$ cat src/rtl/cycle_timer_pkg.sv
`default_nettype none
// ============================================================================
// Module      : cycle_timer_pkg
// Description : State encoding, default cycle-length table and write-pulse
//               length shared by the cycle timer.
// Revision    : 1.0 - initial release
// ============================================================================
package cycle_timer_pkg;

    typedef enum logic [1:0] {
        ST_IDLE = 2'd0,
        ST_RUN  = 2'd1,
        ST_HOLD = 2'd2
    } state_t;

    localparam int DEF_PH_W   = 6;
    localparam int DEF_WP_LEN = 4;

    // Entries 7..0, indexed by {sspeed, ilong}
    localparam logic [8*DEF_PH_W-1:0] DEF_LEN_TABLE = {
        6'd15, 6'd23, 6'd17, 6'd25, 6'd20, 6'd28, 6'd32, 6'd32
    };

    function automatic logic [2:0] len_index(input logic [1:0] sspeed, input logic ilong);
        return {sspeed, ilong};
    endfunction

endpackage
`default_nettype wire

$ cat src/rtl/cycle_timer.sv
`default_nettype none
// ============================================================================
// Module      : cycle_timer
// Description : Processor cycle sequencer producing clock phase, end-of-cycle
//               strobe and write pulse with stall (hang) support.
// Revision    : 1.0 - initial release
// ============================================================================
module cycle_timer
    import cycle_timer_pkg::*;
#(
    parameter int                PH_W      = DEF_PH_W,
    parameter int                CYC_W     = 16,
    parameter int                WP_LEN    = DEF_WP_LEN,
    parameter logic [8*PH_W-1:0] LEN_TABLE = DEF_LEN_TABLE
)(
    input  logic             clk,
    input  logic             clock_reset_b,
    input  logic [1:0]       sspeed,
    input  logic             ilong,
    input  logic             machrun,
    input  logic             step,
    input  logic             hang,
    output logic             tpclk,
    output logic             tprend,
    output logic             tpwp,
    output logic             running,
    output logic [PH_W-1:0]  phase,
    output logic [CYC_W-1:0] cycle_cnt
);

    localparam logic [PH_W-1:0] c_wp_len = PH_W'(WP_LEN);
    localparam logic [PH_W-1:0] c_one    = PH_W'(1);

    state_t           r_state;
    state_t           w_state_nxt;
    logic [PH_W-1:0]  r_phase;
    logic [PH_W-1:0]  r_len;
    logic [CYC_W-1:0] r_cnt;
    logic [2:0]       w_idx;
    logic [PH_W-1:0]  w_sel_len;
    logic             w_at_last;
    logic             w_start;
    logic             w_done;

    assign w_idx     = len_index(sspeed, ilong);
    assign w_sel_len = LEN_TABLE[int'(w_idx)*PH_W +: PH_W];
    assign w_at_last = (r_phase == (r_len - c_one));

    always_ff @(posedge clk or negedge clock_reset_b) begin
        if (!clock_reset_b) begin
            r_state <= ST_IDLE;
        end else begin
            r_state <= w_state_nxt;
        end
    end

    always_comb begin
        w_state_nxt = r_state;
        w_start     = 1'b0;
        w_done      = 1'b0;
        tprend      = 1'b0;
        case (r_state)
            ST_IDLE: begin
                if (machrun || step) begin
                    w_state_nxt = ST_RUN;
                    w_start     = 1'b1;
                end
            end
            ST_RUN: begin
                if (w_at_last) begin
                    if (hang) begin
                        w_state_nxt = ST_HOLD;
                    end else begin
                        tprend = 1'b1;
                        w_done = 1'b1;
                    end
                end
            end
            ST_HOLD: begin
                if (!hang) begin
                    tprend = 1'b1;
                    w_done = 1'b1;
                end
            end
            default: w_state_nxt = ST_IDLE;
        endcase
        // Back-to-back cycles only continue under free run; step is ignored here
        if (w_done) begin
            if (machrun) begin
                w_state_nxt = ST_RUN;
                w_start     = 1'b1;
            end else begin
                w_state_nxt = ST_IDLE;
            end
        end
    end

    always_ff @(posedge clk or negedge clock_reset_b) begin
        if (!clock_reset_b) begin
            r_phase <= '0;
            r_len   <= '0;
            r_cnt   <= '0;
        end else begin
            if (w_start) begin
                r_phase <= '0;
                r_len   <= w_sel_len;
            end else if (w_done) begin
                r_phase <= '0;
            end else if (r_state == ST_RUN && !w_at_last) begin
                r_phase <= r_phase + c_one;
            end
            if (w_done) begin
                r_cnt <= r_cnt + CYC_W'(1);
            end
        end
    end

    assign running   = (r_state != ST_IDLE);
    assign phase     = r_phase;
    assign cycle_cnt = r_cnt;
    assign tpclk     = running && (r_phase < (r_len >> 1));
    assign tpwp      = (r_state == ST_RUN) && (r_phase != '0) && (r_phase <= c_wp_len);

endmodule
`default_nettype wire

$ cat config.mk
export PLATFORM = sky130hd
export DESIGN_NAME = cycle_timer
export DESIGN_NICKNAME = d
export VERILOG_FILES = /design/src/rtl/cycle_timer_pkg.sv /design/src/rtl/cycle_timer.sv
export SDC_FILE = /design/constraint.sdc
export NUM_CORES = 1
export LEC_CHECK = 0
export CORE_ASPECT_RATIO = 0.6
export CORE_UTILIZATION = 49
export CTS_CLUSTER_DIAMETER = 60
export DETAILED_ROUTE_END_ITERATION = 8
export PLACE_DENSITY_LB_ADDON = 0.2
export SYNTH_ARGS = -nofsm -noshare
export SYNTH_HDL_FRONTEND = slang
export SYNTH_SLANG_ARGS = --single-unit
$ cat constraint.sdc
create_clock -name clk -period 3.62 [get_ports clk]
set_clock_uncertainty 0.2 [all_clocks]
set_input_delay 1.086 -clock clk [delete_from_list [all_inputs] [get_ports clk]]
set_output_delay 1.086 -clock clk [all_outputs]
set_load 0.01 [all_outputs]
## Word level (Yosys, flattened, before mapping)

Cells that the tools add are included.

- Register bits after elaboration: 30
- Input bits: 8
- Logic and storage cells: 45

- Add/subtract/negate cells: 3
- $mul: 1
- Magnitude comparators: 2
- Equality and inequality tests: 7
- Shift operators: 1
- Multiplexer cells: 16
- Reductions and logical operators: 11

Operators by type and width:

| kind | number |
|---|---|
| 48-bit by 7-bit indexed part select with 6-bit output (first input constant) | 1 |
| 6-bit 2-to-1 mux | 3 |
| 16-bit by 1-bit adder with 16-bit output (second input constant) | 1 |
| 3-bit != test (second input constant) | 3 |
| 2-bit 2-to-1 mux | 4 |
| 1-bit 2-to-1 mux | 7 |
| 6-bit by 1-bit adder with 6-bit output (second input constant) | 1 |
| 6-bit equality test | 1 |
| 6-bit by 3-bit <= comparator with 1-bit output (second input constant) | 1 |
| 6-bit by 5-bit less-than comparator with 1-bit output | 1 |
| 2-bit case mux with 3 select lines | 1 |
| 6-bit nonzero test | 1 |
| 6-bit by 1-bit subtractor with 6-bit output (second input constant) | 1 |
| 3-bit by 2-bit multiplier with 5-bit output (second input constant) | 1 |
| 1-bit logical AND | 4 |
| 4-bit AND reduction | 1 |
| 3-bit nonzero test | 1 |
| 2-bit by 1-bit equality test with 1-bit output (second input constant) | 1 |
| 2-bit equality test (second input constant) | 1 |
| 2-bit zero test | 1 |
| 2-bit != test (second input constant) | 1 |
| 1-bit case mux with 2 select lines | 1 |
| 2-bit nonzero test | 1 |
| 1-bit zero test | 1 |
| 1-bit logical OR | 1 |

## Longest topological paths before layout

Gate-level depths: netlist of run 1.

- Depth in word-level cells: 7
- Gate-level depth with buffers: 11

## Worst setup path before layout of run 1

Ideal clock, no wire load.

- Path type: reg-to-output
- Start point: register r_phase[1], in the netlist phase[1]
- End point: output tpclk
- Data arrival time: 1.922 ns
- Slack: 0.412 ns
- Stages on the path, launching flop included: 7
- Buffers on the path: 0
- Cells stage by stage: dfrtp_1 ha_1 a21boi_0 o21a_1 o21ai_0 nand2b_1 a2111oi_0

- Word-level cells in the longest chain between the ends: 2

Ends and longest elaborated chain:

| what | line | RTL |
|---|---|---|
| start, declared | cycle_timer.sv:36 | `logic [PH_W-1:0] r_phase;` |
| start signal, assigned | cycle_timer.sv:110 | `r_phase <= r_phase + c_one;` |
| 6-bit by 5-bit less-than comparator with 1-bit output | cycle_timer.sv:121 | `assign tpclk = running && (r_phase < (r_len >> 1));` |
| 1-bit logical AND | cycle_timer.sv:121 |  |
| end, declared | cycle_timer.sv:23 | `output logic tpclk,` |

Every way passes these cells.

## Worst setup path after layout of run 1

- Start point: register r_len[2]
- End point: output tprend

- Word-level cells in the longest chain between the ends: 4

Ends and longest elaborated chain:

| what | line | RTL |
|---|---|---|
| start, declared | cycle_timer.sv:37 | `logic [PH_W-1:0] r_len;` |
| start signal, assigned | cycle_timer.sv:106 | `r_len <= w_sel_len;` |
| 6-bit by 1-bit subtractor with 6-bit output | cycle_timer.sv:47 | `assign w_at_last = (r_phase == (r_len - c_one));` |
| 6-bit equality test | cycle_timer.sv:47 |  |
| 1-bit 2-to-1 mux | cycle_timer.sv:70 | `if (w_at_last) begin` |
| 1-bit case mux with 2 select lines | cycle_timer.sv:62 | `case (r_state)` |
| end, declared | cycle_timer.sv:24 | `output logic tprend,` |

Every way passes these cells.

==> results.toml, run 1 <==
[routing]
drc = 0
vias = 1642
antenna_left = 0
routed_wl_um = 4720
dr.pass1.iters = 4
drtIter0Drc = 105
wl_per_cell_um = 16.3
viasPerCell = 5.66

[synth]
ys_dominant_reg_cell = "dfrtp_1"
syn_area_mm2 = 0.00192
syn-instance-count = 194
ys_ff_latch = 30
async_flop_share_pct = 100
syn-num-nets = 216
ys_seq_area_share_pct = 39.1
avgSynthCellArea_um2 = 9.89
yosysWarningCount = 0
synth_edf_count = 0
yosys.cell_types.count = 48

[layout]
diodes = 0
area_growth_pct = 28.6
drive_above_1_share_pct = 14.8
final_nets = 265
fin_cells = 290
most-common-layout-cells = "dfrtp_1 (30), clkdlybuf4s50_1 (30), xnor2_1 (16)"

[clock_tree]
numCtsBuffers = 5
cts.sinks = 30
htree_levels = 2
insertion_delay_ns = 0.29
cts_tree = "yes"
cts.clk_slew.worst_paths_ns = 0.07
cts_buffer_depth = 2
ctsHoldBuffers = 0
cts-root-buf = "clkbuf_8"

[floorplan]
ios = 34
core-area_mm2 = 0.00370
chipWidth_um = 82.8
initial_core_util_pct = 51.8
row_count = 17
dieArea_mm2 = 0.00418
chipHeight_um = 50.5

[setup_path]
cp_top_family = "simple AND/OR/NAND/NOR gates"
cp.arrival_ns = 2.22
required_ns = 2.33
critical_path.max_stage_delay_ns = 0.41
path_class = "reg -> out"
startpoint_type = "flop"
worstPathMaxFanout = 5
rrSetupSlack_ns = 0.83
reg2reg_depth = 8
reg2reg_to = "r_len[4]$_DFFE_PN0N_"
path_buf_inv = 2
critPathCaptureType = "output port"
crit_chain = "or3_4 > nor4_1 > o32ai_2 > o31a_1 > inv_4 > clkdlybuf4s15_2"
timing.rr.start = "r_len[2]$_DFFE_PN0N_"
cp_slowest_cell = "or3_4"

[global_routing]
grt_start_max_net_pins = 31
grtUsageTotal_pct = 25.1
gr-total-overflow = 0
grt_pass1_wl_um = 7640
grt_antenna_before_repair = 0
grt_pass1_vias = 1573

[timing]
slew-limit-headroom_pct = 71.1
finalHoldViolations = 0
min_period_ns = 3.51
drv_slew = 0
tightest_slew_ns = 0.433
setup_tns_ns = 0
rsz0062_at_grt = "false"
max_freq_mhz = 285
setup-violations-final = 0
fin_crit_sh_pct = 96.9

[power]
p_clk_share_pct = 16.2
combPwrFrac_pct = 53.1
seqPwrFrac_pct = 30.7
power_density_mw_per_mm2 = 652
irDropWorstVdd_mv = 0.358
p_leak_nw = 1.15
swShare_pct = 41.0
switching_power_uw = 659
p_int_uw = 949
total_power_mw = 1.61

[place]
dpl.hpwl_um = 3530
portBuffers = 33
gp_congestion = 0.926
dp.cells = 280

[status]
status = "finished, final reports clean"

[worst_hold_path]
min_path_cells = 1
hp-class = "reg -> reg"
worstHoldStart = "cycle_cnt[15]$_DFFE_PN0P_"
hold_path_end = "cycle_cnt[15]$_DFFE_PN0P_"

[run]
max-cap-violations = 0
## layout make-up
class	instances	area, µm²
Fill cell	295	1230
Multi-Input combinational cell	143	1080
Sequential cell	30	751
Timing Repair Buffer	48	438
Clock buffer	5	68.8
Inverter	15	58.8
Tap cell	47	58.8
Clock inverter	2	10.0
## metrics by stage
stage | utilization [%] | setup slack [ns] | area [µm²] | hold WS [ns]
after floorplan | - | 0.412 | 1920 | 0.304
after global placement | 63.8 | -0.399 | 2360 | 0.259
after detailed placement | 63.8 | -0.407 | 2360 | 0.265
after CTS | 66.0 | -0.00637 | 2440 | 0.278
after global routing | 66.7 | 0.00398 | 2470 | 0.304
final | 66.7 | 0.112 | 2470 | 0.267
## layer usage
layer	vias up	track usage, %	share of wire [%]
met2	51	35.0	43
met5	-	0	0
met3	10	6.18	5.5
met1	801	37.4	50
met4	0	8.33	1.3
li1	780	-	-
## cells in the mapped netlist (3+ instances only)
| cell | number | share of area [%] |
|---|---|---|
| a21oi_1 | 4 | 1.0 |
| dfrtp_1 | 30 | 39 |
| ha_1 | 14 | 9.1 |
| inv_1 | 14 | 2.7 |
| mux2_4 | 3 | 2.3 |
| mux2i_1 | 5 | 2.6 |
| nand2_1 | 15 | 2.9 |
| nand2b_1 | 3 | 0.98 |
| nand3_1 | 6 | 1.6 |
| nand4_1 | 9 | 2.9 |
| nor2_1 | 14 | 2.7 |
| nor4_1 | 3 | 0.98 |
| o21ai_0 | 6 | 1.6 |
| xnor2_1 | 16 | 7.3 |
| xor2_1 | 10 | 4.6 |
## state kept, by name (all words and copies together), names as in the netlist
name	flops
r_len	6
cycle_cnt	16
r_state	2
phase	6
## power by group through the flow
stage | Clock, mW | Combinational [mW] | Sequential [mW]
floorplan | 0 | 0.527 | 0.490
global placement | 0 | 0.765 | 0.490
detailed placement | 0 | 0.817 | 0.499
CTS | 0.261 | 0.818 | 0.494
global route | 0.279 | 0.936 | 0.502
finish | 0.261 | 0.854 | 0.493
## worst register-to-register path, cell delays in order, from the launching register on
cell      delay [ns]
dfrtp_1         0.40
or3_4           0.41
o31a_1          0.26
o32ai_2         0.26
o31a_1          0.28
inv_4           0.04
buf_4           0.18
a21boi_4        0.32
mux2_4          0.33
## worst max-delay path by stage
stage / slack, ns / start / to / cells past startpoint
after global placement: -0.40 / hang / tprend / 6
after floorplan: 0.41 / phase[1]$_DFFE_PN0P_ / tpclk / 6
after global routing: 0.004 / r_len[1]$_DFFE_PN0N_ / tprend / 8
after CTS: -0.006 / r_len[0]$_DFFE_PN0N_ / tprend / 8
final: 0.11 / r_len[2]$_DFFE_PN0N_ / tprend / 6
after detailed placement: -0.41 / hang / tprend / 6
## what timing repair did
item	in CTS	in global routing
pin swaps	1	3
resized for setup	7	3
endpoints found under the setup margin	2	2
setup buffers	0	3
## kinds of logic after synthesis
group                    after synthesis  synth area share, %
adder cells (fa/ha/maj)               14                 9.13
multiplexers                           9                 5.54
flip-flops                            30                 39.1
XOR/XNOR                              26                 11.9
AO/OA/AOI/OAI                         31                 12.5
AND/OR/NAND/NOR                       63                 17.0
buffers and inverters                 21                 4.89
No activity file was read; power rests on OpenSTA's default activity.
==> inputs of run 2 (changes only) <==
--- a/config.mk
+++ b/config.mk
@@ -9,7 +9,9 @@
 export CORE_UTILIZATION = 49
 export CTS_CLUSTER_DIAMETER = 60
 export DETAILED_ROUTE_END_ITERATION = 8
-export PLACE_DENSITY_LB_ADDON = 0.2
+export PLACE_DENSITY_LB_ADDON = 0.12
+export SETUP_SLACK_MARGIN = 0.5
+export SLEW_MARGIN = 40
 export SYNTH_ARGS = -nofsm -noshare
 export SYNTH_HDL_FRONTEND = slang
 export SYNTH_SLANG_ARGS = --single-unit
==> results.toml, run 2 (same netlist as run 1, synthesis figures left out) <==
[setup_path]
required_ns = 2.33
worstPathMaxFanout = 3
path_class = "in -> out"
cp.arrival_ns = 2.00
critPathCaptureType = "output port"
startpoint_type = "input pin"

[timing]
tightest_slew_ns = 0.385
hold_slack_ns = 0.267
setup-violations-final = 0
slew-limit-headroom_pct = 74.3
fin_crit_sh_pct = 90.8
drv_slew = 0
finalHoldViolations = 0
setup_ws_ns = 0.334
max_freq_mhz = 304
min_period_ns = 3.29
rsz0062_at_grt = "true"

[layout]
largest_reg_flops = 16
final_core_util_pct = 68.6
diodes = 0
drive_above_1_share_pct = 18.8
final-seq-area_um2 = 752
fin_cells = 292
area_growth_pct = 32.4
nFillCells = 302
multi_input_area_mm2 = 0.00113
most-common-layout-cells = "dfrtp_1 (29), clkdlybuf4s50_1 (29), buf_4 (18)"
final_nets = 268

[place]
portBuffers = 33
gp_congestion = 0.845
dpl.hpwl_um = 3290
post-place-ws_ns = -0.379
dp.cells = 278

[global_routing]
grtUsageTotal_pct = 24.8
grt_start_max_net_pins = 31
grt_antenna_before_repair = 0
gr-total-overflow = 0
grt_pass1_vias = 1592
grt_pass1_wl_um = 7530

[routing]
wl_per_cell_um = 15.0
antenna_left = 0
drtIter0Drc = 68
viasPerCell = 5.65
drc = 0
vias = 1650
dr.pass1.iters = 5
routed_wl_um = 4380

[floorplan]
row_count = 17
ios = 34
chipWidth_um = 82.8
chipHeight_um = 50.5
core-area_mm2 = 0.00370
initial_core_util_pct = 51.8
dieArea_mm2 = 0.00418

[clock_tree]
cts_buffer_depth = 2
cts-root-buf = "clkbuf_8"
cts.clk_slew.worst_paths_ns = 0.06
insertion_delay_ns = 0.28
cts_tree = "yes"
numCtsBuffers = 5
cts.sinks = 30
ctsHoldBuffers = 0
htree_levels = 2

[power]
irDropWorstVdd_mv = 0.436
power_density_mw_per_mm2 = 661
p_leak_nw = 1.17

[worst_hold_path]
hp-class = "reg -> reg"

[run]
max-cap-violations = 0

[status]
status = "finished, final reports clean"
-- run 2: cell count changes in the layout (fill, tap and decap cells not counted), sizes merged --
cell / change
buf: +5
clkdlybuf4s50: -1
clkinv: -2
-- run 2: area by class of cell --
| class | count | area share (%) |
|---|---|---|
| Clock buffer | 6 | 3.25 |
| Inverter | 15 | 2.32 |
| Multi-Input combinational cell | 143 | 44.6 |
| Sequential cell | 30 | 29.6 |
| Tap cell | 47 | 2.32 |
| Timing Repair Buffer | 51 | 17.9 |
-- run 2: critical path: stages --
cell and delay [ns]:
clkdlybuf4s15_2 0.22, nor2b_4 0.13, nand2_1 0.06, o31a_1 0.32, inv_4 0.06, buf_2 0.12
-- run 2: where the power goes --
part / total [mW] / switching, mW / internal, mW
registers: 0.496 / 0.0903 / 0.405
clock network: 0.264 / 0.118 / 0.146
logic: 0.917 / 0.446 / 0.471
total: 1.68 / 0.655 / 1.02
-- run 2: per-layer routing --
layer / GRT usage, % / part of all wire, % / vias to the layer above
met5: 0 / 0 / -
met4: 6.03 / 0.71 / 0
met3: 6.00 / 5.6 / 7
met2: 36.5 / 42 / 51
met1: 36.4 / 52 / 809
li1: - / - / 783
-- run 2: final timing paths --
path	from	to	slack, ns	cells after the start
setup / recovery	hang	tprend	0.33	6
hold / removal	cycle_cnt[15]$_DFFE_PN0P_	cycle_cnt[15]$_DFFE_PN0P_	0.27	1
setup reg to reg	r_len[2]$_DFFE_PN0N_	r_len[4]$_DFFE_PN0N_	0.97	8
hold reg to reg	cycle_cnt[15]$_DFFE_PN0P_	cycle_cnt[15]$_DFFE_PN0P_	0.27	1
max in group asynchronous	clock_reset_b	r_state[0]$_DFFE_PN0P_	1.92	2
min in group asynchronous	clock_reset_b	cycle_cnt[10]$_DFFE_PN0P_	0.99	2
-- run 2: stage by stage --
stage | power, mW | setup TNS [ns] | area [µm²]
floorplan | 1.03 | 0 | 1930
global placement | 1.25 | -0.364 | 2360
detailed placement | 1.29 | -0.379 | 2360
CTS | 1.64 | 0 | 2510
global route | 1.79 | 0 | 2540
finish | 1.68 | 0 | 2540
-- run 2: timing repair --
item	CTS	global route
pin swaps	5	2
resized for setup	24	2
buffers inserted	5	3
endpoints found under the setup margin	3	3
